### config.mk
export PLATFORM = sky130hd
export DESIGN_NAME = reward_unit_flat
export DESIGN_NICKNAME = d
export VERILOG_FILES = /design/src/rtl/reward_unit_pkg.sv /design/src/rtl/reward_unit_if.sv /design/src/rtl/reward_unit_qcalc.sv /design/src/rtl/reward_unit.sv /design/src/flat_wrapper.sv
export SDC_FILE = /design/constraint.sdc
export NUM_CORES = 1
export LEC_CHECK = 0
export CAP_MARGIN = 20
export CORE_AREA = 2 2 166 168
export CTS_CLUSTER_DIAMETER = 60
export DETAILED_ROUTE_END_ITERATION = 8
export DIE_AREA = 0 0 168 170
export PLACE_DENSITY = 0.59
export SYNTH_ARGS = -nofsm -noshare
export SYNTH_HDL_FRONTEND = slang
export SYNTH_HIERARCHICAL = 1
export SYNTH_SLANG_ARGS = --single-unit
### constraint.sdc
create_clock -name clk -period 8.9 [get_ports clk]
set_input_delay 1.78 -clock clk [delete_from_list [all_inputs] [get_ports clk]]
set_output_delay 1.78 -clock clk [all_outputs]
set_load 0.005 [all_outputs]
### src/rtl/reward_unit_pkg.sv
// reward_unit_pkg
// Shared definitions for the reward unit: data word width, packet-type
// encoding, the broadcast destination ID, the FSM state encoding and a
// helper that decides whether a received packet earns a reward response.
// Optional feature macro used by this slice: REWARD_HOP_PENALTY_EN
// (see reward_unit_qcalc.sv).
package reward_unit_pkg;

   localparam int WORD_WIDTH = 16;

   typedef enum logic [2:0] {
      PKT_HB         = 3'd0,
      PKT_CH_ADV     = 3'd1,
      PKT_CH_JOIN    = 3'd2,
      PKT_DATA       = 3'd3,
      PKT_ACK        = 3'd4,
      PKT_SOS        = 3'd5,
      PKT_CH_TIMEOUT = 3'd6,
      PKT_RESERVED   = 3'd7
   } packetTypeT;

   localparam logic [WORD_WIDTH-1:0] BROADCAST_ID = 16'hFFFF;

   typedef enum logic [1:0] {
      ST_IDLE = 2'd0,
      ST_SCAN = 2'd1,
      ST_CALC = 2'd2,
      ST_DONE = 2'd3
   } rewardStateT;

   // Heartbeats always get a reward reply; data only when addressed to us.
   function automatic logic isAccepted(input logic [2:0] pktType, input logic iAmDestination);
      return (pktType == PKT_HB) || ((pktType == PKT_DATA) && iAmDestination);
   endfunction

endpackage

### src/rtl/reward_unit_if.sv
// reward_unit_if
// Bundles everything the reward unit exchanges with its neighbours:
//   - start pulse and received packet fields (from the packet filter)
//   - own node info and cluster/routing state (from node-info registers)
//   - neighbor-table read port (index out, entry fields back same cycle)
//   - response packet fields and completion strobe (to the packet builder)
// Modports: master = surrounding system, slave = reward_unit.
interface reward_unit_if;
   import reward_unit_pkg::*;

   logic                  en;
   logic [2:0]            fPacketType;
   logic [WORD_WIDTH-1:0] myEnergy, myNodeID, hopsFromSink, myQValue;
   logic                  iHaveData, iAmDestination, role, low_E;
   logic [WORD_WIDTH-1:0] fSourceID, fSourceHops, fQValue, fEnergyLeft, fHopsFromCH, fChosenCH;
   logic [WORD_WIDTH-1:0] chosenCH, hopsFromCH, chosenHop;
   logic [4:0]            neighborCount;
   logic [WORD_WIDTH-1:0] mNodeID, mNodeHops, mNodeQValue, mNodeEnergy, mNodeCHHops;

   logic [WORD_WIDTH-1:0] rSourceID, rEnergyLeft, rQValue, rSourceHops, rDestinationID, rChosenCH, rHopsFromCH;
   logic [2:0]            rPacketType;
   logic [5:0]            nTableIndex_reward;
   logic                  reward_done;

   modport master (
      output en, fPacketType, myEnergy, myNodeID, hopsFromSink, myQValue,
             iHaveData, iAmDestination, role, low_E,
             fSourceID, fSourceHops, fQValue, fEnergyLeft, fHopsFromCH, fChosenCH,
             chosenCH, hopsFromCH, chosenHop, neighborCount,
             mNodeID, mNodeHops, mNodeQValue, mNodeEnergy, mNodeCHHops,
      input  rSourceID, rEnergyLeft, rQValue, rSourceHops, rDestinationID, rChosenCH,
             rHopsFromCH, rPacketType, nTableIndex_reward, reward_done
   );

   modport slave (
      input  en, fPacketType, myEnergy, myNodeID, hopsFromSink, myQValue,
             iHaveData, iAmDestination, role, low_E,
             fSourceID, fSourceHops, fQValue, fEnergyLeft, fHopsFromCH, fChosenCH,
             chosenCH, hopsFromCH, chosenHop, neighborCount,
             mNodeID, mNodeHops, mNodeQValue, mNodeEnergy, mNodeCHHops,
      output rSourceID, rEnergyLeft, rQValue, rSourceHops, rDestinationID, rChosenCH,
             rHopsFromCH, rPacketType, nTableIndex_reward, reward_done
   );
endinterface

### src/rtl/reward_unit_qcalc.sv
// reward_qcalc
// Combinational Q-value reward: halves own energy, optionally subtracts a
// hop penalty (REWARD_HOP_PENALTY_EN: (hopsFromSink<<8), floored at 0),
// adds half the best neighbor Q-value with saturation at 16'hFFFF, and
// forces zero when own energy is low.
// Ports: myEnergy, hopsFromSink, maxQ, lowEnergy in; qValue out.
module reward_qcalc
   import reward_unit_pkg::*;
(
   input  logic [WORD_WIDTH-1:0] myEnergy,
   input  logic [WORD_WIDTH-1:0] hopsFromSink,
   input  logic [WORD_WIDTH-1:0] maxQ,
   input  logic                  lowEnergy,
   output logic [WORD_WIDTH-1:0] qValue
);
   logic [WORD_WIDTH-1:0] halfEnergy;
   logic [WORD_WIDTH-1:0] baseReward;
   logic [WORD_WIDTH:0]   rawSum;

   assign halfEnergy = myEnergy >> 1;

`ifdef REWARD_HOP_PENALTY_EN
   // Penalty kept 24 bits wide so large hop counts cannot wrap into a
   // small value; whenever it is below halfEnergy it fits in 16 bits.
   logic [WORD_WIDTH+7:0] hopPenalty;
   assign hopPenalty = {hopsFromSink, 8'h00};
   assign baseReward = ({8'h00, halfEnergy} > hopPenalty)
                       ? (halfEnergy - hopPenalty[WORD_WIDTH-1:0]) : '0;
`else
   logic unusedHops;
   assign unusedHops = ^hopsFromSink;
   assign baseReward = halfEnergy;
`endif

   assign rawSum = {1'b0, baseReward} + {2'b00, maxQ[WORD_WIDTH-1:1]};

   always_comb begin
      qValue = rawSum[WORD_WIDTH-1:0];
      if (lowEnergy) begin
         qValue = '0;
      end else if (rawSum[WORD_WIDTH]) begin
         qValue = '1;
      end
   end
endmodule

### src/rtl/reward_unit.sv
// reward_unit
// On an accepted packet (HB always, DATA when addressed to this node) scans
// the neighbor table for the best Q-value among live (nonzero-energy)
// entries, computes this node's reward and registers a complete response
// packet. Rejected packets only produce the completion strobe.
// Ports: clk, nrst (asynchronous, active-high), bus (reward_unit_if.slave).
// Optional feature: REWARD_HOP_PENALTY_EN (hop penalty inside reward_qcalc).
module reward_unit
   import reward_unit_pkg::*;
(
   input  logic         clk,
   input  logic         nrst,
   reward_unit_if.slave bus
);
   rewardStateT           stateReg;
   logic [5:0]            idxReg;
   logic [4:0]            countReg;
   logic [WORD_WIDTH-1:0] maxQReg;
   logic [WORD_WIDTH-1:0] srcIdReg;
   logic                  isDataReg;
   logic                  doneReg;
   logic [WORD_WIDTH-1:0] rSourceIdReg, rEnergyReg, rQValueReg, rSourceHopsReg;
   logic [WORD_WIDTH-1:0] rDestIdReg, rChosenChReg, rHopsFromChReg;
   logic [2:0]            rTypeReg;
   logic [WORD_WIDTH-1:0] qValue;
   logic [5:0]            lastIdx;
   logic                  unusedInputs;

   reward_qcalc uQcalc (
      .myEnergy     (bus.myEnergy),
      .hopsFromSink (bus.hopsFromSink),
      .maxQ         (maxQReg),
      .lowEnergy    (bus.low_E),
      .qValue       (qValue)
   );

   // Only entered with countReg > 0, so this never underflows in SCAN.
   assign lastIdx = {1'b0, countReg} - 6'd1;

   always_ff @(posedge clk or posedge nrst) begin
      if (nrst) begin
         stateReg       <= ST_IDLE;
         idxReg         <= '0;
         countReg       <= '0;
         maxQReg        <= '0;
         srcIdReg       <= '0;
         isDataReg      <= 1'b0;
         doneReg        <= 1'b0;
         rSourceIdReg   <= '0;
         rEnergyReg     <= '0;
         rQValueReg     <= '0;
         rSourceHopsReg <= '0;
         rDestIdReg     <= '0;
         rChosenChReg   <= '0;
         rHopsFromChReg <= '0;
         rTypeReg       <= '0;
      end else begin
         doneReg <= 1'b0;
         case (stateReg)
            ST_IDLE: begin
               if (bus.en) begin
                  if (isAccepted(bus.fPacketType, bus.iAmDestination)) begin
                     srcIdReg  <= bus.fSourceID;
                     isDataReg <= (bus.fPacketType == PKT_DATA);
                     maxQReg   <= (bus.fPacketType == PKT_DATA) ? bus.fQValue : '0;
                     idxReg    <= '0;
                     countReg  <= bus.neighborCount;
                     stateReg  <= (bus.neighborCount != 5'd0) ? ST_SCAN : ST_CALC;
                  end else begin
                     doneReg  <= 1'b1;
                     stateReg <= ST_DONE;
                  end
               end
            end
            ST_SCAN: begin
               // Dead neighbors (zero energy) are not eligible next hops.
               if ((bus.mNodeEnergy != '0) && (bus.mNodeQValue > maxQReg)) begin
                  maxQReg <= bus.mNodeQValue;
               end
               if (idxReg == lastIdx) begin
                  idxReg   <= '0;
                  stateReg <= ST_CALC;
               end else begin
                  idxReg <= idxReg + 6'd1;
               end
            end
            ST_CALC: begin
               rSourceIdReg   <= bus.myNodeID;
               rEnergyReg     <= bus.myEnergy;
               rQValueReg     <= qValue;
               rSourceHopsReg <= bus.hopsFromSink;
               rChosenChReg   <= bus.chosenCH;
               rHopsFromChReg <= bus.role ? '0 : bus.hopsFromCH;
               rTypeReg       <= isDataReg ? PKT_ACK : PKT_HB;
               rDestIdReg     <= isDataReg ? srcIdReg : BROADCAST_ID;
               doneReg        <= 1'b1;
               stateReg       <= ST_DONE;
            end
            ST_DONE: begin
               stateReg <= ST_IDLE;
            end
            default: begin
               stateReg <= ST_IDLE;
            end
         endcase
      end
   end

   assign bus.rSourceID          = rSourceIdReg;
   assign bus.rEnergyLeft        = rEnergyReg;
   assign bus.rQValue            = rQValueReg;
   assign bus.rSourceHops        = rSourceHopsReg;
   assign bus.rDestinationID     = rDestIdReg;
   assign bus.rChosenCH          = rChosenChReg;
   assign bus.rHopsFromCH        = rHopsFromChReg;
   assign bus.rPacketType        = rTypeReg;
   assign bus.nTableIndex_reward = idxReg;
   assign bus.reward_done        = doneReg;

   // Inputs carried on the bus for other consumers; not needed here.
   assign unusedInputs = ^{bus.myQValue, bus.iHaveData, bus.fSourceHops, bus.fEnergyLeft,
                           bus.fHopsFromCH, bus.fChosenCH, bus.chosenHop,
                           bus.mNodeID, bus.mNodeHops, bus.mNodeCHHops};
endmodule

### src/flat_wrapper.sv
// flat-port wrapper written by rule: the top's interface ports become plain ports
module reward_unit_flat import reward_unit_pkg::*;
  (clk, nrst, bus_en, bus_fPacketType, bus_myEnergy, bus_myNodeID, bus_hopsFromSink, bus_myQValue, bus_iHaveData, bus_iAmDestination, bus_role, bus_low_E, bus_fSourceID, bus_fSourceHops, bus_fQValue, bus_fEnergyLeft, bus_fHopsFromCH, bus_fChosenCH, bus_chosenCH, bus_hopsFromCH, bus_chosenHop, bus_neighborCount, bus_mNodeID, bus_mNodeHops, bus_mNodeQValue, bus_mNodeEnergy, bus_mNodeCHHops, bus_rSourceID, bus_rEnergyLeft, bus_rQValue, bus_rSourceHops, bus_rDestinationID, bus_rChosenCH, bus_rHopsFromCH, bus_rPacketType, bus_nTableIndex_reward, bus_reward_done);
  reward_unit_if bus_i ();
  input  logic clk;
  input  logic nrst;
  input wire logic [$bits(bus_i.en)-1:0] bus_en;
  input wire logic [$bits(bus_i.fPacketType)-1:0] bus_fPacketType;
  input wire logic [$bits(bus_i.myEnergy)-1:0] bus_myEnergy;
  input wire logic [$bits(bus_i.myNodeID)-1:0] bus_myNodeID;
  input wire logic [$bits(bus_i.hopsFromSink)-1:0] bus_hopsFromSink;
  input wire logic [$bits(bus_i.myQValue)-1:0] bus_myQValue;
  input wire logic [$bits(bus_i.iHaveData)-1:0] bus_iHaveData;
  input wire logic [$bits(bus_i.iAmDestination)-1:0] bus_iAmDestination;
  input wire logic [$bits(bus_i.role)-1:0] bus_role;
  input wire logic [$bits(bus_i.low_E)-1:0] bus_low_E;
  input wire logic [$bits(bus_i.fSourceID)-1:0] bus_fSourceID;
  input wire logic [$bits(bus_i.fSourceHops)-1:0] bus_fSourceHops;
  input wire logic [$bits(bus_i.fQValue)-1:0] bus_fQValue;
  input wire logic [$bits(bus_i.fEnergyLeft)-1:0] bus_fEnergyLeft;
  input wire logic [$bits(bus_i.fHopsFromCH)-1:0] bus_fHopsFromCH;
  input wire logic [$bits(bus_i.fChosenCH)-1:0] bus_fChosenCH;
  input wire logic [$bits(bus_i.chosenCH)-1:0] bus_chosenCH;
  input wire logic [$bits(bus_i.hopsFromCH)-1:0] bus_hopsFromCH;
  input wire logic [$bits(bus_i.chosenHop)-1:0] bus_chosenHop;
  input wire logic [$bits(bus_i.neighborCount)-1:0] bus_neighborCount;
  input wire logic [$bits(bus_i.mNodeID)-1:0] bus_mNodeID;
  input wire logic [$bits(bus_i.mNodeHops)-1:0] bus_mNodeHops;
  input wire logic [$bits(bus_i.mNodeQValue)-1:0] bus_mNodeQValue;
  input wire logic [$bits(bus_i.mNodeEnergy)-1:0] bus_mNodeEnergy;
  input wire logic [$bits(bus_i.mNodeCHHops)-1:0] bus_mNodeCHHops;
  output wire logic [$bits(bus_i.rSourceID)-1:0] bus_rSourceID;
  output wire logic [$bits(bus_i.rEnergyLeft)-1:0] bus_rEnergyLeft;
  output wire logic [$bits(bus_i.rQValue)-1:0] bus_rQValue;
  output wire logic [$bits(bus_i.rSourceHops)-1:0] bus_rSourceHops;
  output wire logic [$bits(bus_i.rDestinationID)-1:0] bus_rDestinationID;
  output wire logic [$bits(bus_i.rChosenCH)-1:0] bus_rChosenCH;
  output wire logic [$bits(bus_i.rHopsFromCH)-1:0] bus_rHopsFromCH;
  output wire logic [$bits(bus_i.rPacketType)-1:0] bus_rPacketType;
  output wire logic [$bits(bus_i.nTableIndex_reward)-1:0] bus_nTableIndex_reward;
  output wire logic [$bits(bus_i.reward_done)-1:0] bus_reward_done;
  assign bus_i.en = bus_en;
  assign bus_i.fPacketType = bus_fPacketType;
  assign bus_i.myEnergy = bus_myEnergy;
  assign bus_i.myNodeID = bus_myNodeID;
  assign bus_i.hopsFromSink = bus_hopsFromSink;
  assign bus_i.myQValue = bus_myQValue;
  assign bus_i.iHaveData = bus_iHaveData;
  assign bus_i.iAmDestination = bus_iAmDestination;
  assign bus_i.role = bus_role;
  assign bus_i.low_E = bus_low_E;
  assign bus_i.fSourceID = bus_fSourceID;
  assign bus_i.fSourceHops = bus_fSourceHops;
  assign bus_i.fQValue = bus_fQValue;
  assign bus_i.fEnergyLeft = bus_fEnergyLeft;
  assign bus_i.fHopsFromCH = bus_fHopsFromCH;
  assign bus_i.fChosenCH = bus_fChosenCH;
  assign bus_i.chosenCH = bus_chosenCH;
  assign bus_i.hopsFromCH = bus_hopsFromCH;
  assign bus_i.chosenHop = bus_chosenHop;
  assign bus_i.neighborCount = bus_neighborCount;
  assign bus_i.mNodeID = bus_mNodeID;
  assign bus_i.mNodeHops = bus_mNodeHops;
  assign bus_i.mNodeQValue = bus_mNodeQValue;
  assign bus_i.mNodeEnergy = bus_mNodeEnergy;
  assign bus_i.mNodeCHHops = bus_mNodeCHHops;
  assign bus_rSourceID = bus_i.rSourceID;
  assign bus_rEnergyLeft = bus_i.rEnergyLeft;
  assign bus_rQValue = bus_i.rQValue;
  assign bus_rSourceHops = bus_i.rSourceHops;
  assign bus_rDestinationID = bus_i.rDestinationID;
  assign bus_rChosenCH = bus_i.rChosenCH;
  assign bus_rHopsFromCH = bus_i.rHopsFromCH;
  assign bus_rPacketType = bus_i.rPacketType;
  assign bus_nTableIndex_reward = bus_i.nTableIndex_reward;
  assign bus_reward_done = bus_i.reward_done;
  reward_unit u_core (.clk(clk), .nrst(nrst), .bus(bus_i));
endmodule
After elaboration in Yosys (flattened, before gate mapping) --
Cells that the tools add are included.
Storage, ports and cells: flip-flop bits (word level) 162, latch bits 0, RAM bits 0, memory bits (read-only) 0, output and inout port bits 122, memories kept 0
Operators by class: $add $sub $neg 3, multiply operators 0, divide/modulo/power cells 0, order comparisons 1, equality and inequality tests 9, shifts and indexed selects 0, mux-type cells 22, bitwise gates (word level) 0, reductions and logical operators 12
Operator list (count):
- 2-to-1 mux 16 bit | 8
- one-hot mux 16 bit (2 select lines) | 1
- 2-to-1 mux 6 bit | 3
- adder 15 x 15 -> 16 bit | 1
- > comparator 16 bit | 1
- nonzero test 16 bit | 1
- one-hot mux 6 bit (2 select lines) | 1
- 2-to-1 mux 2 bit | 4
- one-hot mux 2 bit (4 select lines) | 1
- adder 6 x 1 -> 6 bit, second input constant | 1
- == test 6 bit | 1
- != test 2 x 1 -> 1 bit, second input constant | 3
- AND reduction 3 bit | 2
- subtractor 5 x 1 -> 6 bit, second input constant | 1
- nonzero test 5 bit | 1
- == test 2 bit, second input constant | 2
- AND reduction 4 bit | 1
- == test 3 x 2 -> 1 bit, second input constant | 1
- zero test 3 bit | 1
- 2-to-1 mux 3 bit | 1
- == test 2 x 1 -> 1 bit, second input constant | 1
- logical AND 1 bit | 2
- zero test 2 bit | 1
- 2-to-1 mux 1 bit | 2
- 5 further kinds | 5

Depth between registers and ports, before layout --
Gate-level depths: netlist (run 1).
word-level depth 6, mapped depth 9

Cells and area by module --
The synthesis (run 1) kept the hierarchy.
Modules (own cells, without submodules):
- reward_unit | instances 1, cells each 530, area each 6874.1 sq um, sequential area each 4003.8 sq um
- reward_qcalc | instances 1, cells each 120, area each 877.1 sq um, sequential area each 0.0 sq um

Worst setup path after synthesis (run 1) --
OpenSTA, ideal clock, no wires.
path kind input to register, start in bus_myEnergy[1], end reg u_core.rQValueReg[14] (netlist: u_core/bus.rQValue[14]), arrival 3648 ps, data required time 8775 ps, setup slack 5128 ps, cell stages on the path 9, path buffers 0, cell sequence ha_1 inv_1 fa_1 nor2b_1 o211ai_1 a211oi_4 a211o_1 mux2_1 mux2_2
Between the ends: cells in the longest elaborated chain, start to end 3
RTL lines:
- start, declared | RTL line flat_wrapper.sv:9 | input wire logic [$bits(bus_i.myEnergy)-1:0] bus_myEnergy;
- adder 15 x 15 -> 16 bit | RTL line reward_unit_qcalc.sv:35 | assign rawSum = {1'b0, baseReward} + {2'b00, maxQ[WORD_WIDTH-1:1]};
- 2-to-1 mux 16 bit | RTL line reward_unit_qcalc.sv:41 | end else if (rawSum[WORD_WIDTH]) begin
- 2-to-1 mux 16 bit | RTL line reward_unit_qcalc.sv:39 | if (lowEnergy) begin
- named net u_core.qValue[14] | RTL line reward_unit.sv:25 | logic [WORD_WIDTH-1:0] qValue;
- end signal, assigned | RTL line reward_unit.sv:90 | rQValueReg <= qValue;
- end, declared | RTL line reward_unit.sv:22 | logic [WORD_WIDTH-1:0] rSourceIdReg, rEnergyReg, rQValueReg, rSourceHopsReg;
The timed path passes the listed nets, and every way through them passes these cells. A chain may end at the register's enable or synchronous reset.

Worst setup path in the final report (run 1) --
start in bus_mNodeQValue[14], end reg u_core.maxQReg[0]
Between the ends: cells in the longest elaborated chain, start to end 4
RTL lines:
- start, declared | RTL line flat_wrapper.sv:29 | input wire logic [$bits(bus_i.mNodeQValue)-1:0] bus_mNodeQValue;
- > comparator 16 bit | RTL line reward_unit.sv:77 | if ((bus.mNodeEnergy != '0) && (bus.mNodeQValue > maxQReg)) begin
- logical AND 1 bit | RTL line reward_unit.sv:77
- != test 2 x 1 -> 1 bit (no source line)
- AND reduction 4 bit (no source line)
- end signal, assigned | RTL line reward_unit.sv:65 | maxQReg <= (bus.fPacketType == PKT_DATA) ? bus.fQValue : '0;
- end signal, assigned | RTL line reward_unit.sv:78 | maxQReg <= bus.mNodeQValue;
- end, declared | RTL line reward_unit.sv:18 | logic [WORD_WIDTH-1:0] maxQReg;
No other way between the ends.

==> results of run 1 <==
## layout make-up
class | count | share of cell area
flip-flops and latches | 160 | 0.349
multi-input cells | 419 | 0.303
repair buffers | 282 | 0.246
well taps | 341 | 0.0372
clock buffers | 17 | 0.0371
inverters | 44 | 0.0148
clock inverters | 15 | 0.0130
diodes | 1 | 0.000218
## path summary, 6_finish.rpt
path / to
max in group asynchronous: u_core/bus.rQValue[6]$_DFFE_PP0P_
min in group asynchronous: u_core/bus.rSourceHops[1]$_DFFE_PP0P_
setup / recovery: u_core/maxQReg[0]$_DFFE_PP0P_
hold reg to reg: u_core/srcIdReg[8]$_DFFE_PP0P_
hold / removal: u_core/srcIdReg[8]$_DFFE_PP0P_
setup reg to reg: u_core/maxQReg[0]$_DFFE_PP0P_
## cell usage in the layout, fill, tap and decap left out, drive strengths merged, types with 17 or more instances in the layout
cell,Yosys,layout
dfrtp,160,160
nand2,42,42
ha,36,36
clkdlybuf4s50,0,277
nor2,19,19
inv,44,52
o21ai,30,30
clkbuf,13,17
a21oi,24,24
mux2,104,104
## layer usage
| layer | track usage | share of wire | vias up |
|---|---|---|---|
| li1 | - | - | 2874 |
| met1 | 0.191 | 0.44 | 2891 |
| met2 | 0.243 | 0.46 | 211 |
| met3 | 0.0586 | 0.085 | 23 |
| met4 | 0.0431 | 0.013 | 6 |
| met5 | 0 | 0.0022 | - |
## state kept, by name, indices dropped and copies added, names as in the netlist, 16 cells and up
signal	cells
u_core/bus.rChosenCH	16
u_core/bus.rDestinationID	16
u_core/bus.rEnergyLeft	16
u_core/bus.rHopsFromCH	16
u_core/bus.rQValue	16
u_core/bus.rSourceHops	16
u_core/bus.rSourceID	16
u_core/maxQReg	16
u_core/srcIdReg	16
## cell families (layout without fill, tap and decap cells)
family / Yosys count / after routing
simple gates: 122 / 122
fa+ha+maj: 37 / 37
xor+xnor: 12 / 12
other cells: 1 / 3
buf+inv: 72 / 358
flops: 160 / 160
compound gates: 126 / 126
mux: 120 / 120
## power breakdown
group	switching [mW]	internal (mW)	total [mW]
Clock	0.336	0.395	0.731
Sequential	0.180	1.04	1.22
Combinational	0.627	0.938	1.56
## per-stage QoR
step / power (mW) / area, sq um / util
after floorplan: 2.05 / 7750 / -
after global placement: 2.79 / 10900 / 0.408
after detailed placement: 2.82 / 10900 / 0.409
after CTS: 3.58 / 11500 / 0.430
after global routing: 3.78 / 11500 / 0.430
final: 3.52 / 11500 / 0.430
==> flow_summary.json, run 1 <==
{
  "reg2reg_depth": 6,
  "fin_setup_tns_ns": 0,
  "filler_cell_count": 2520,
  "fin_ws_ns": 4.67,
  "grt_antenna_before_repair": 4,
  "worstPathMaxFanout": 16,
  "multiInputGateArea_sq_um": 3470,
  "synth_top_area_frac": 0.517,
  "critPathBufInv": 1,
  "drv_slew": 0,
  "synthArstFlopShare": 1.00,
  "drc_errors": 0,
  "pin_count": 425,
  "drtIter0Drc": 351,
  "timing.final.crit_share": 0.476,
  "grt_max_degree": 88,
  "power.density_nw_per_um2": 307,
  "synth_compound_area_frac": 0.119,
  "cts_root_buffer": "clkbuf_16",
  "dpl.hpwl_um": 15600,
  "portBuffers": 277,
  "critical_path.cell_chain": "clkdlybuf4s50_1, ha_1, nand4_1, a2111oi_0, o311a_1, mux2_1",
  "die_h_um": 170,
  "synth_adder_area_share": 0.0607,
  "finalHoldViolCount": 0,
  "initial_core_util": 0.291,
  "cts.clk_slew.worst_paths_ns": 0.07,
  "drt_wl_total_um": 21300,
  "drive_above_1_share": 0.149,
  "routed_via_density": 4.70,
  "max_stage_delay_ns": 0.92,
  "clockBufferDepth": 2,
  "setup_viol": 0,
  "synth_commonest_cells": "160 x dfrtp_1, 88 x mux2_2, 44 x inv_1, 41 x nand2_1, 36 x ha_1",
  "drt_pre_antenna_iters": 4,
  "postCtsResizedCells": 0,
  "end_kind": "flip-flop",
  "die_area_sq_um": 28600,
  "pre_cts_ws_ns": 4.21,
  "arrival_ns": 4.54,
  "synth-xor-area-share": 0.0136,
  "grt_setup_unrepaired": "false",
  "ff_latch_area_sq_um": 4000,
  "cts_setup_buffers": 0,
  "htreeDepth": 4,
  "synth-edff-count": 0,
  "holdWs_ns": 0.486,
  "design.core.area_sq_um": 26700,
  "r2r_start": "u_core/stateReg[1]$_DFFE_PP0P_",
  "synth.most_common_cell": "dfrtp_1",
  "max_freq_mhz": 236,
  "crit_required_ns": 9.20,
  "min_from": "u_core/srcIdReg[8]$_DFFE_PP0P_",
  "rrSetupSlack_ns": 5.56,
  "num_rows": 60,
  "min_path_cells": 1,
  "final_cells": 1279,
  "vdd_drop_max_mv": 0.146,
  "die_w_um": 168,
  "cts_made_buffers": 17,
  "synth-simple-area-share": 0.0785,
  "grt_overflow": 0,
  "crit_slowest_cell": "o311a_1",
  "synthDistinctLibCells": 64,
  "ctsHoldBuffers": 0,
  "ys.warnings.count": 6,
  "clk_latency_ns": 0.42,
  "gp_congestion": 0.809,
  "hp-class": "reg -> reg",
  "place_inst": 1246,
  "cp-start-kind": "primary input",
  "wl_per_cell_um": 16.7,
  "track_usage": 0.152,
  "netlist_instances": 650,
  "path_class": "in -> reg",
  "syn-cell-area_sq_um": 7750,
  "final_antenna_net_count": 0,
  "max-slew-margin-rel": 0.302,
  "synth_seq_area_share": 0.517,
  "status": "complete, no violations",
  "clock_skew_ns": 0.0105,
  "cpLargestDelayFamily": "compound AO/OA/AOI/OAI gates",
  "ys_ff_latch": 160,
  "grt_pass1_vias": 6296,
  "syn_to_final_growth_pct": 47.9,
  "cts_tree": "yes",
  "yosys-mux-area-fraction": 0.172,
  "period_needed_ns": 4.23,
  "synthTopCellsByArea": "dfrtp_1 52%, mux2_2 13%, ha_1 5.8%",
  "crit_cells": 6,
  "yosys.area.top_type": "dfrtp_1",
  "grt_pass1_wl_um": 34200,
  "maxCapViolCount": 0,
  "synthFlopType": "dfrtp_1",
  "synth_top_family_by_area": "multiplexers",
  "syn_avg_cell_area_sq_um": 11.9,
  "cts.sinks": 160,
  "final_nets": 1264,
  "tightestPinTransition_ns": 1.05,
  "leakagePower_nw": 4.71,
  "startpoint": "bus_mNodeQValue[14]",
  "vias": 6005
}
(Power assumes the default switching activity.)
==> run 2, diff against run 1 <==
CORE_AREA = 2 2 167 169   (was 2 2 166 168)
DIE_AREA = 0 0 169 171   (was 0 0 168 170)
PLACE_DENSITY = 0.58   (was 0.59)
clock period = 4.26 ns   (was 8.9 ns; I/O delays follow)
==> run 2 against run 1 <==
Power is 110% higher. Sequential share of layout area is 0.42 points lower. Worst hold slack better by 0.0018 ns. Critical path depth is 4 higher. Final area is 1.2% higher. Clock power is 120% higher. Worst setup slack worse by 3.7 ns. Non-clock buffer count is 7 higher. Sequential power is 110% higher. Critical path type unchanged. Largest cell class unchanged.
==> flow_summary.json, run 2 (synthesis gave the netlist of run 1 again) <==
{
  "status": "complete, no violations",
  "drt_pre_antenna_iters": 4,
  "drtIter0Drc": 306,
  "power_mw": 7.45,
  "grt_max_degree": 49,
  "drc_errors": 0,
  "dpl_cell_area_sq_um": 10900,
  "cts_made_buffers": 17,
  "hold_end": "u_core/srcIdReg[9]$_DFFE_PP0P_",
  "vias": 6075,
  "gp_congestion": 0.805,
  "min_path_cells": 1,
  "fin_setup_tns_ns": 0,
  "clockBufferDepth": 2,
  "final_area_sq_um": 11600,
  "grt_overflow": 0,
  "finalHoldViolCount": 0,
  "design.core.area_sq_um": 27300,
  "final_nets": 1271,
  "num_rows": 61,
  "final_antenna_net_count": 0,
  "portBuffers": 277,
  "maxCapViolCount": 0,
  "drive_above_1_share": 0.156,
  "min_from": "u_core/srcIdReg[9]$_DFFE_PP0P_",
  "setup_viol": 0,
  "path_class": "in -> reg",
  "final_cells": 1295,
  "dpl.hpwl_um": 16100,
  "drv_slew": 0,
  "cts.sinks": 160,
  "die_area_sq_um": 28900,
  "cts_tree": "yes",
  "htreeDepth": 4,
  "timing.final.crit_share": 0.764,
  "cts.clk_slew.worst_paths_ns": 0.07,
  "clock_skew_ns": 0.0121,
  "mostFrequentLayoutCells": "277 x clkdlybuf4s50_1, 160 x dfrtp_1, 88 x mux2_2",
  "cp-start-kind": "primary input",
  "period_needed_ns": 3.25,
  "fin_ws_ns": 1.01,
  "wl_per_cell_um": 16.7,
  "cts_setup_buffers": 0,
  "syn_to_final_growth_pct": 49.7,
  "max-slew-margin-rel": 0.477,
  "worstPathMaxFanout": 5,
  "max_freq_mhz": 307,
  "filler_cell_count": 2650,
  "place_inst": 1256,
  "grt_setup_unrepaired": "false",
  "die_h_um": 171,
  "rrSetupSlack_ns": 1.55,
  "end_kind": "flip-flop",
  "tightestPinTransition_ns": 0.782,
  "crit_required_ns": 4.57,
  "hp-class": "reg -> reg",
  "reg2reg_depth": 9,
  "pin_count": 425,
  "postCtsResizedCells": 0,
  "arrival_ns": 3.56,
  "clk_latency_ns": 0.43,
  "cts_root_buffer": "clkbuf_16",
  "die_w_um": 169,
  "vdd_drop_max_mv": 0.325,
  "holdWs_ns": 0.488,
  "initial_core_util": 0.284,
  "r2r_end": "u_core/bus.rQValue[14]$_DFFE_PP0P_",
  "pre_cts_ws_ns": 0.608,
  "grt_antenna_before_repair": 5,
  "routed_via_density": 4.69,
  "grt_pass1_wl_um": 34000,
  "track_usage": 0.151,
  "leakagePower_nw": 4.77,
  "power.density_nw_per_um2": 642,
  "ctsHoldBuffers": 0,
  "r2r_start": "u_core/maxQReg[1]$_DFFE_PP0P_",
  "fin_util": 0.425,
  "mostFrequentLayoutCell": "clkdlybuf4s50_1",
  "grt_pass1_vias": 6230,
  "drt_wl_total_um": 21700
}
-- run 2: cell types whose count changed in the layout (fill, tap and decap cells not counted), moves of 3 or more --
cell and delta:
clkinv_8 +3, inv_8 +3, diode_2 +4, buf_4 +6
clkinv_4 +3, inv_6 -5, buf_12 +3
-- run 2: power breakdown --
group | internal (mW) | switching [mW]
logic | 1.97 | 1.33
clock network | 0.850 | 0.749
registers | 2.18 | 0.369
total | 5.00 | 2.45
-- run 2: how the worst max path moves through the flow --
stage	start	end	slack, ns	cells past startpoint
3_5_place_dp	bus_myEnergy[1]	u_core/bus.rQValue[14]$_DFFE_PP0P_	0.61	10
2_1_floorplan	nrst	u_core/bus.nTableIndex_reward[0]$_DFFE_PP0P_	1.38	1
4_1_cts	bus_myEnergy[1]	u_core/bus.rQValue[14]$_DFFE_PP0P_	1.06	10
5_1_grt	bus_myEnergy[1]	u_core/bus.rQValue[14]$_DFFE_PP0P_	0.90	10
6_report	bus_myEnergy[1]	u_core/bus.rQValue[14]$_DFFE_PP0P_	1.01	10
3_3_place_gp	bus_myEnergy[1]	u_core/bus.rQValue[14]$_DFFE_PP0P_	0.62	10
-- run 2: worst max-delay path, cell delays in order --
cell             delay (ns)
clkdlybuf4s50_1        0.49
ha_1                   0.18
inv_1                  0.06
fa_1                   0.37
nor2b_1                0.21
o211ai_1               0.19
a211oi_4               0.36
a211o_1                0.19
mux2_1                 0.36
mux2_2                 0.27
-- run 2: final cells by class --
type                       instances  area, sq um  share of cell area
tap                              346          433              0.0373
timing repair buffer             289         2900               0.250
clock inverter                    15          190              0.0164
clock buffer                      17          425              0.0367
inverter                          44          169              0.0146
sequential                       160         4000               0.345
multi-input combinational        419         3470               0.299
antenna                            5         12.5             0.00108
-- run 2: layer usage --
| layer | GRT usage | share of wire | up-vias |
|---|---|---|---|
| met5 | 0 | 0.00046 | - |
| met1 | 0.186 | 0.43 | 2956 |
| met2 | 0.237 | 0.46 | 196 |
| met4 | 0.0483 | 0.016 | 2 |
| li1 | - | - | 2899 |
| met3 | 0.0659 | 0.091 | 22 |
